<file path="src/rtl/fft8_frame_loader.sv">
// Serial-to-parallel loader for an 8-point FFT.
// Double-buffers complex samples into bit-reversed slot order.
module fft8_frame_loader #(
   parameter int unsigned DW = 16,
   parameter int unsigned N  = 8
) (
   input  logic                   clk,
   input  logic                   rst_n,
   input  logic                   in_valid,
   output logic                   in_ready,
   input  logic [DW-1:0]          in_re,
   input  logic [DW-1:0]          in_im,
   input  logic                   in_last,
   output logic [N-1:0][DW-1:0]   x_re,
   output logic [N-1:0][DW-1:0]   x_im,
   output logic                   out_valid,
   input  logic                   out_ready,
   output logic                   frame_err
);

   localparam int unsigned IW = 3;
   localparam logic [IW-1:0] LAST_IDX = IW'(N - 1);

   logic [N-1:0][DW-1:0] bank_re_q [2];
   logic [N-1:0][DW-1:0] bank_re_d [2];
   logic [N-1:0][DW-1:0] bank_im_q [2];
   logic [N-1:0][DW-1:0] bank_im_d [2];
   logic [1:0]           full_q, full_d;
   logic                 wr_bank_q, wr_bank_d;
   logic                 rd_bank_q, rd_bank_d;
   logic [IW-1:0]        wr_idx_q, wr_idx_d;
   logic                 frame_err_q, frame_err_d;
   logic                 accept, release_frame;

   function automatic logic [IW-1:0] bitrev3(input logic [IW-1:0] i);
      return {i[0], i[1], i[2]};
   endfunction

   assign in_ready      = ~full_q[wr_bank_q];
   assign out_valid     = full_q[rd_bank_q];
   assign x_re          = bank_re_q[rd_bank_q];
   assign x_im          = bank_im_q[rd_bank_q];
   assign frame_err     = frame_err_q;
   assign accept        = in_valid & in_ready;
   assign release_frame = out_valid & out_ready;

   // Fill and release may hit different banks in the same cycle; both apply.
   always_comb begin
      bank_re_d   = bank_re_q;
      bank_im_d   = bank_im_q;
      full_d      = full_q;
      wr_bank_d   = wr_bank_q;
      rd_bank_d   = rd_bank_q;
      wr_idx_d    = wr_idx_q;
      frame_err_d = 1'b0;

      if (accept) begin
         if (wr_idx_q == LAST_IDX) begin
            bank_re_d[wr_bank_q][bitrev3(wr_idx_q)] = in_re;
            bank_im_d[wr_bank_q][bitrev3(wr_idx_q)] = in_im;
            full_d[wr_bank_q] = 1'b1;
            wr_bank_d         = ~wr_bank_q;
            wr_idx_d          = '0;
            frame_err_d       = ~in_last;
         end else if (in_last) begin
            // Early end of frame: drop the partial frame and restart at slot 0.
            wr_idx_d    = '0;
            frame_err_d = 1'b1;
         end else begin
            bank_re_d[wr_bank_q][bitrev3(wr_idx_q)] = in_re;
            bank_im_d[wr_bank_q][bitrev3(wr_idx_q)] = in_im;
            wr_idx_d = wr_idx_q + IW'(1);
         end
      end

      if (release_frame) begin
         full_d[rd_bank_q] = 1'b0;
         rd_bank_d         = ~rd_bank_q;
      end
   end

   always_ff @(posedge clk or negedge rst_n) begin
      if (!rst_n) begin
         bank_re_q   <= '{default: '0};
         bank_im_q   <= '{default: '0};
         full_q      <= '0;
         wr_bank_q   <= 1'b0;
         rd_bank_q   <= 1'b0;
         wr_idx_q    <= '0;
         frame_err_q <= 1'b0;
      end else begin
         bank_re_q   <= bank_re_d;
         bank_im_q   <= bank_im_d;
         full_q      <= full_d;
         wr_bank_q   <= wr_bank_d;
         rd_bank_q   <= rd_bank_d;
         wr_idx_q    <= wr_idx_d;
         frame_err_q <= frame_err_d;
      end
   end

endmodule

</file>
<file path="config.mk">
export PLATFORM = sky130hd
export DESIGN_NAME = fft8_frame_loader
export DESIGN_NICKNAME = d
export VERILOG_FILES = /design/src/rtl/fft8_frame_loader.sv
export SDC_FILE = /design/constraint.sdc
export NUM_CORES = 1
export LEC_CHECK = 0
export ABC_AREA = 1
export BUFFER_PORTS_ARGS = -buffer_cell sky130_fd_sc_hd__clkbuf_2
export CORE_ASPECT_RATIO = 1.1
export CORE_MARGIN = 2
export CORE_UTILIZATION = 38
export CTS_CLUSTER_DIAMETER = 100
export CTS_CLUSTER_SIZE = 14
export DETAILED_ROUTE_END_ITERATION = 16
export PLACE_DENSITY_LB_ADDON = 0.3
export SETUP_SLACK_MARGIN = 0.1
export SLEW_MARGIN = 0
export SYNTH_ARGS = -nofsm -noshare
export SYNTH_HDL_FRONTEND = slang
export SYNTH_SLANG_ARGS = --single-unit
</file>
<file path="constraint.sdc">
create_clock -name clk -period 2.3 [get_ports clk]
set_input_delay 0.115 -clock clk [delete_from_list [all_inputs] [get_ports clk]]
set_output_delay 0.115 -clock clk [all_outputs]
set_load 0.02 [all_outputs]
</file>
==> results of run 1 <==
## repair_timing
item                                    4_1_cts  5_1_grt
cloned                                        2        9
endpoints found under the hold margin       427        0
hold buffers                                  4        0
endpoints found under the setup margin       78      577
pin swaps                                     0        3
resized for setup                            35       64
buffers inserted                              3        4
## critical path: cells and delay by family, from the launching register on
kind            cells  cell delay [ns]
simple gates        1             0.05
flops               1             0.50
buf+inv             4             0.78
compound gates      1             0.13
## metrics by stage
step	utilization	hold WS, ns
CTS	0.4483	0.05854
finish	0.4541	0.06987
global placement	0.4273	0.09111
global route	0.4541	0.07729
detailed placement	0.4273	0.09511
floorplan	-	-0.1806
## metal layers
| metal | share of wire | up-vias |
|---|---|---|
| met5 | 0 | - |
| met4 | 0.021 | 0 |
| met3 | 0.051 | 93 |
| met2 | 0.48 | 559 |
| met1 | 0.45 | 9736 |
| li1 | - | 9579 |
## path summary, 6_finish.rpt
path / from / to / slack (ns) / cells past startpoint
setup / recovery: rd_bank_q$_DFFE_PN0P_ / x_re[54] / 0.12 / 6
hold / removal: rst_n / bank_re_q[102]$_DFFE_PN0P_ / 0.07 / 2
setup reg to reg: wr_idx_q[0]$_DFFE_PN0N_ / bank_re_q[94]$_DFFE_PN0P_ / 0.22 / 11
hold reg to reg: bank_re_q[202]$_DFFE_PN0P_ / bank_re_q[202]$_DFFE_PN0P_ / 0.48 / 2
max in group asynchronous: rst_n / bank_im_q[90]$_DFFE_PN0P_ / 1.34 / 4
min in group clk: in_im[8] / bank_im_q[72]$_DFFE_PN0P_ / 0.10 / 3
## cell type report
class	instances	area (um2)	share of cell area
repair inverters	1	8.758	0.0003157
repair buffers	411	3164	0.1140
multi-input cells	1929	8476	0.3055
clock inverters	3	47.55	0.001714
clock buffers	43	1076	0.03878
inverters	243	928.4	0.03346
flip-flops and latches	520	13010	0.4690
well taps	824	1031	0.03716
## power breakdown
| group | switching [uW] | internal, uW |
|---|---|---|
| combinational | 11300 | 4990 |
| sequential | 1270 | 12200 |
| clock | 3320 | 3430 |
## kinds of logic (layout without fill, tap and decap cells)
| group | Yosys count | count (layout) | synth area share |
|---|---|---|---|
| compound gates | 453 | 453 | 0.09683 |
| fa+ha+maj | 8 | 8 | 0.004270 |
| buf+inv | 496 | 701 | 0.08642 |
| flops | 520 | 520 | 0.5551 |
| simple gates | 1468 | 1468 | 0.2573 |
## registers in the layout, indices dropped and copies added, names as in the netlist
| signal | cells |
|---|---|
| wr_idx_q | 3 |
| rd_bank_q | 1 |
| full_q | 2 |
| bank_im_q | 256 |
| bank_re_q | 256 |
| wr_bank_q | 1 |
| frame_err | 1 |
## Yosys cell counts (all sizes together)
master / instances / area share
a31oi: 1 / 0.00027
buf: 96 / 0.022
clkbuf: 157 / 0.025
clkinv: 3 / 0.00048
dfrtp: 520 / 0.56
ha: 8 / 0.0043
inv: 240 / 0.038
nand2: 1145 / 0.18
nand3: 290 / 0.062
nand4: 9 / 0.0024
nor2: 23 / 0.0086
o21ai: 451 / 0.096
o22ai: 1 / 0.00027
or2: 1 / 0.00027
==> metrics.md, run 1 <==
| Metric | Value |
|---|---|
| Pwr/cell area | 1316 nW/um2 |
| Worst-Skew Late Latency | 0.58 ns |
| Met3 usage | 0.02874 |
| # IOs | 296 |
| DR pass1 iterations | 5 |
| CTS HTree Levels | 2 |
| RSZ-0062 raised after global routing | yes |
| Antenna diode count | 0 |
| Sink Count | between 500 and 600 |
| Final worst setup slack | roughly 0.12 ns |
| Total track usage | 0.2275 |
| Clk_skew | 0.02094 ns |
| Post-Place Cells | 3,906 |
| GR Util met2 | 0.3680 |
| CP peak stage delay | 0.50 ns |
| PortBufs | 295 |
| Met1 usage | 0.3247 |
| Total die area | approximately 64,000 um2 |
| Area grow syn2layout | 18.37% |
| Die Ht | 264.5 um |
| Share of cells above drive strength 1 | 0.1540 |
| Peak supply drop | 0.7877 mV |
| Most frequent cells in the layout | nand2_1 (1,140), dfrtp_1 (519), o21ai_0 (357) |
| Status | complete, no violations |
| ANT nets after route | 0 |
| CP startpoint kind | flip-flop |
| FMAX | 459.0 MHz |
| Most common cell after layout, fill and taps aside | nand2_1 |
| Synth Area per Inst | between 7 and 8 um2 |
| DR vias/cell | about 5.0 |
| Required @ worst endpoint | about 2.2 ns |
| GPL Wtd Cong | 0.7752 |
| Die W | 240.8 um |
| Element type at the critical path end | output port |
| Fin. Hold Viols | 0 |
| CTS tree | done |
| Core footprint | 61,100 um2 |
| Max clock buf depth | 3 |
| CTS root buf | clkbuf_16 |
| CP max stage cell | dfrtp_2 |
| Routed vias | between 15k and 20k |
| Sequential share of the synthesized area | 0.5551 |
| DPL Wire Length | 46.74 mm |
| Routed WL per cell | 19.11 um |
| CP Cell Sequence | inv_16 > buf_12 > buf_4 > nand2_1 > o21ai_0 > buf_2 |
| Tcrit/Tclk final | 0.9473 |
| Leak pwr | 0.01431 uW |
| Top Usage Layer GRT | met2 |
| DRT Wirelength | 75.94 mm |
| Final number of setup-violating endpoints | 0 |
| Worst Path Arrival | slightly above 2 ns |
| Syn nets | 2,990 |
| Vias in the first global route | 18.79k |
| Fill cells | 6,116 |
| DR iter-0 viols | 1,862 |
| Max Cap Violations | 0 |
| Post-route cell area | 27,750 um2 |
| Initial antenna violation count | 0 |
| Remaining DRCs | 0 |
| First-pass GRT wire length | 112.3 mm |
| CP Max Fanout | 33 |
| Pre-CTS setup slack | 0.1025 ns |
| Yosys reg bits | 520 |
| FP Rows | 95 |
| Total power | 36,510 uW |
| Setup TNS | 0 ns |
| Starting Density | 0.3837 |
| GRT Residual Overflow | 0 |
| Cell Area, Synth | 23,440 um2 |
| Max_slew headroom | 0.4167 |
| Post-synth cell types | 25 |
| Largest net degree at the start of global routing | 65 |
| Classification of the worst setup path | flip-flop to output port |
| Syn Inst Count | 2,945 |
| Fin crit period | 2.179 ns |
| Worst-path clk slew | around 0.07 ns |
| # nets final | 3,194 |
| Yosys warnings | 0 |
| Hold crit path type | input pin to asynchronous set/reset pin |
| Worst slew pin tran | 0.8728 ns |
| Final Instance Count excl. Fillers | 3,974 |
| Total CTS buffers | 43 |
| Placed inst area | ~26,000 um2 |
| Fin. max-slew vios | 0 |
Power figures use the tool's default switching activity.
==> inputs of run 2 (changes only) <==
--- a/config.mk
+++ b/config.mk
@@ -5,11 +5,11 @@
 export SDC_FILE = /design/constraint.sdc
 export NUM_CORES = 1
 export LEC_CHECK = 0
-export ABC_AREA = 1
+export ABC_AREA = 0
 export BUFFER_PORTS_ARGS = -buffer_cell sky130_fd_sc_hd__clkbuf_2
-export CORE_ASPECT_RATIO = 1.1
+export CORE_ASPECT_RATIO = 0.9
 export CORE_MARGIN = 2
-export CORE_UTILIZATION = 38
+export CORE_UTILIZATION = 58
 export CTS_CLUSTER_DIAMETER = 100
 export CTS_CLUSTER_SIZE = 14
 export DETAILED_ROUTE_END_ITERATION = 16
==> metrics.md, run 2 <==
| Metric | Value |
|---|---|
| Combinational share of power | 0.377 |
| Min-delay src | in_re[12] |
| Largest regs | bank_im_q x256, bank_re_q x256, wr_idx_q x3 |
| # nets final | between 1.5k and 2k |
| R2R Path End | bank_re_q[52]$_DFFE_PN0P_ |
| Core footprint | a little under 40,000 um2 |
| Max_slew headroom | 0.5958 |
| Worst-Skew Late Latency | roughly 0.57 ns |
| Fin. Hold Viols | 0 |
| Sink Count | 520 |
| Synth Flop Type | dfrtp_1 |
| Total track usage | 0.2736 |
| Die Ht | between 150 and 200 um |
| Cell Area, Synth | 22,640 um2 |
| Internal power | 20,080 uW |
| Status | complete, no violations |
| Total die area | 40,640 um2 |
| FP Rows | between 60 and 70 |
| R2R Path Start | wr_idx_q[1]$_DFFE_PN0N_ |
| Setup TNS | 0 ns |
| DPL Wire Length | 36.06 mm |
| Most common cell after layout, fill and taps aside | mux2_2 |
| Min Hold Slack | 0.05064 ns |
| Sequential power share | 0.409 |
| Routed WL per cell | 24.08 um |
| FMAX | between 400 and 500 MHz |
| DR vias/cell | about 5.8 |
| Final number of setup-violating endpoints | 0 |
| ANT nets after route | 0 |
| Tcrit/Tclk final | 0.9436 |
| Die W | 212.3 um |
| Worst-path clk slew | 0.07 ns |
| Clock share of power | 0.214 |
| Final Instance Count excl. Fillers | 2,294 |
| Reg2Reg Setup Slack | about 0.13 ns |
| Most frequent cells in the layout | mux2_2 (756), dfrtp_1 (518), clkbuf_2 (294) |
| Leak pwr | approximately 0.013 uW |
| DR pass1 iterations | 4 |
| CTS HTree Levels | 2 |
| Final worst setup slack | roughly 0.13 ns |
| Fill cells | 2,686 |
| Routed vias | about 13k |
| Yosys reg bits | between 500 and 600 |
| Area leader, netlist | dfrtp_1 |
| Pwr/cell area | between 1000 and 1500 nW/um2 |
| Sequential share of the synthesized area | 0.5747 |
| DRT Wirelength | 55.25 mm |
| GRT Residual Overflow | 0 |
| Syn nets | approximately 1.5k |
| Hold crit path type | input pin to flip-flop |
| Most numerous cell in the Yosys netlist | mux2_2 |
| Area grow syn2layout | 17.59% |
| Required @ worst endpoint | 2.73 ns |
| Async S/R FF share, synth | 1.000 |
| Number of synthesized flops with an enable pin | 0 |
| Post-synth cell types | 28 |
| Pre-CTS setup slack | 0.03110 ns |
| Fin. max-slew vios | 0 |
| Max Cap Violations | 0 |
| Capture point of the worst path | bank_re_q[52]$_DFFE_PN0P_ |
| Switching power of the nets | 10,530 uW |
| Synth Area per Inst | 15.48 um2 |
| CTS tree | done |
| Post-Place Cells | roughly 2.2k |
| Top-area cell type share of the netlist area | 0.5747 |
| GPL Wtd Cong | 0.7955 |
| Initial antenna violation count | 1 |
| CTS root buf | clkbuf_16 |
| Largest net degree at the start of global routing | 65 |
| Worst Path Arrival | 2.60 ns |
| Worst slew pin tran | 0.6063 ns |
| Vias in the first global route | 14.20k |
| Crit path from | wr_idx_q[1]$_DFFE_PN0N_ |
| DR iter-0 viols | 887 |
| Worst R2R Path Depth | 8 |
| RSZ-0062 raised after global routing | yes |
| CP startpoint kind | flip-flop |
| Classification of the worst setup path | flip-flop to flip-flop |
| CP Max Fanout | 22 |
| Synth cell count leaders | mux2_2 (756), dfrtp_1 (520), buf_2 (65) |
| Syn Inst Count | 1,463 |
| PortBufs | about 300 |
| Clk_skew | 0.02070 ns |
| Max clock buf depth | 3 |
| Remaining DRCs | 0 |
| Synth top area cells | dfrtp_1 (57%), mux2_2 (38%), buf_2 (1.4%) |
| Total CTS buffers | 43 |
| Starting Density | 0.5888 |
| Fin crit period | 2.170 ns |
| Element type at the critical path end | flip-flop |
| Yosys warnings | 0 |
| First-pass GRT wire length | roughly 84 mm |
| Switching power share of the total | 0.3439 |
| Share of cells above drive strength 1 | 0.6774 |
| # IOs | 296 |
| Peak supply drop | ~1.1 mV |
## run 2: changes by cell type in the layout (fill, tap and decap cells not counted), moves of 22 or more
cell	before	now
nand2_1	1140	6
mux2_2	0	756
o21ai_0	357	5
nand3_1	289	0
inv_1	238	3
o21ai_1	89	0
buf_4	58	25
clkbuf_2	272	294
## run 2: cell type report
class,instances,area [um2],area share
tap,525,656.9,0.02467
clock buffer,46,1109,0.04164
sequential,520,13020,0.4889
antenna,2,5.005,0.0001880
multi-input combinational,824,9198,0.3454
clock inverter,3,41.29,0.001551
timing repair buffer,369,2580,0.09690
inverter,5,18.77,0.0007049
## run 2: timing repair
| action | CTS | global route |
|---|---|---|
| pin swaps | 0 | 2 |
| endpoints found under the hold margin | 449 | 0 |
| gates resized for setup | 2 | 9 |
| hold buffers | 4 | 0 |
| buffers inserted | 6 | 2 |
| cloned | 0 | 3 |
| setup endpoints to repair | 286 | 110 |
## run 2: how the worst min path moves through the flow
stage,cells after the start,slack (ns),to
2_1_floorplan,0,-0.18,bank_im_q[0]$_DFFE_PN0P_
3_3_place_gp,1,0.05,bank_re_q[103]$_DFFE_PN0P_
3_5_place_dp,1,0.05,bank_re_q[103]$_DFFE_PN0P_
4_1_cts,2,0.03,bank_re_q[156]$_DFFE_PN0P_
5_1_grt,2,0.08,bank_re_q[219]$_DFFE_PN0P_
6_report,2,0.05,bank_re_q[156]$_DFFE_PN0P_
## run 2: layer usage
metal,GRT usage,vias up,share of wire
li1,-,5805,-
met3,0.05191,100,0.053
met2,0.4375,315,0.47
met5,0.01232,-,0.0014
met1,0.3820,6991,0.44
met4,0.08257,4,0.028
## run 2: metrics by stage
| stage | power, uW | cell area, um2 | utilization |
|---|---|---|---|
| after CTS | 30810 | 26530 | 0.6898 |
| after floorplan | 20190 | 22700 | - |
| after global placement | 23690 | 25250 | 0.6566 |
| after detailed placement | 24040 | 25250 | 0.6566 |
| after global routing | 31980 | 26620 | 0.6922 |
| final | 30610 | 26630 | 0.6923 |
## run 2: cell families after synthesis
kind of cell,share of synthesized area
muxes,0.3848
adders and majority gates,0.004421
buffers and inverters,0.02448
AOI/OAI and AO/OA,0.001602
and+or+nand+nor,0.01000
DFF,0.5747
## run 2: power groups by stage
stage               clock network (uW)  logic [uW]  registers (uW)
global placement                     0       11100           12600
detailed placement                   0       11300           12800
global route                      6990       12200           12800
finish                            6560       11500           12500
CTS                               6700       11600           12500
floorplan                            0        7930           12300
## run 2: critical path, cell delays in order, from the launching register on
cell and delay [ns]:
dfrtp_1 0.40, ha_4 0.17, ha_4 0.12, inv_2 0.04
ha_4 0.18, nand4b_1 0.31, nor2_4 0.22, buf_12 0.21
mux2_2 0.37
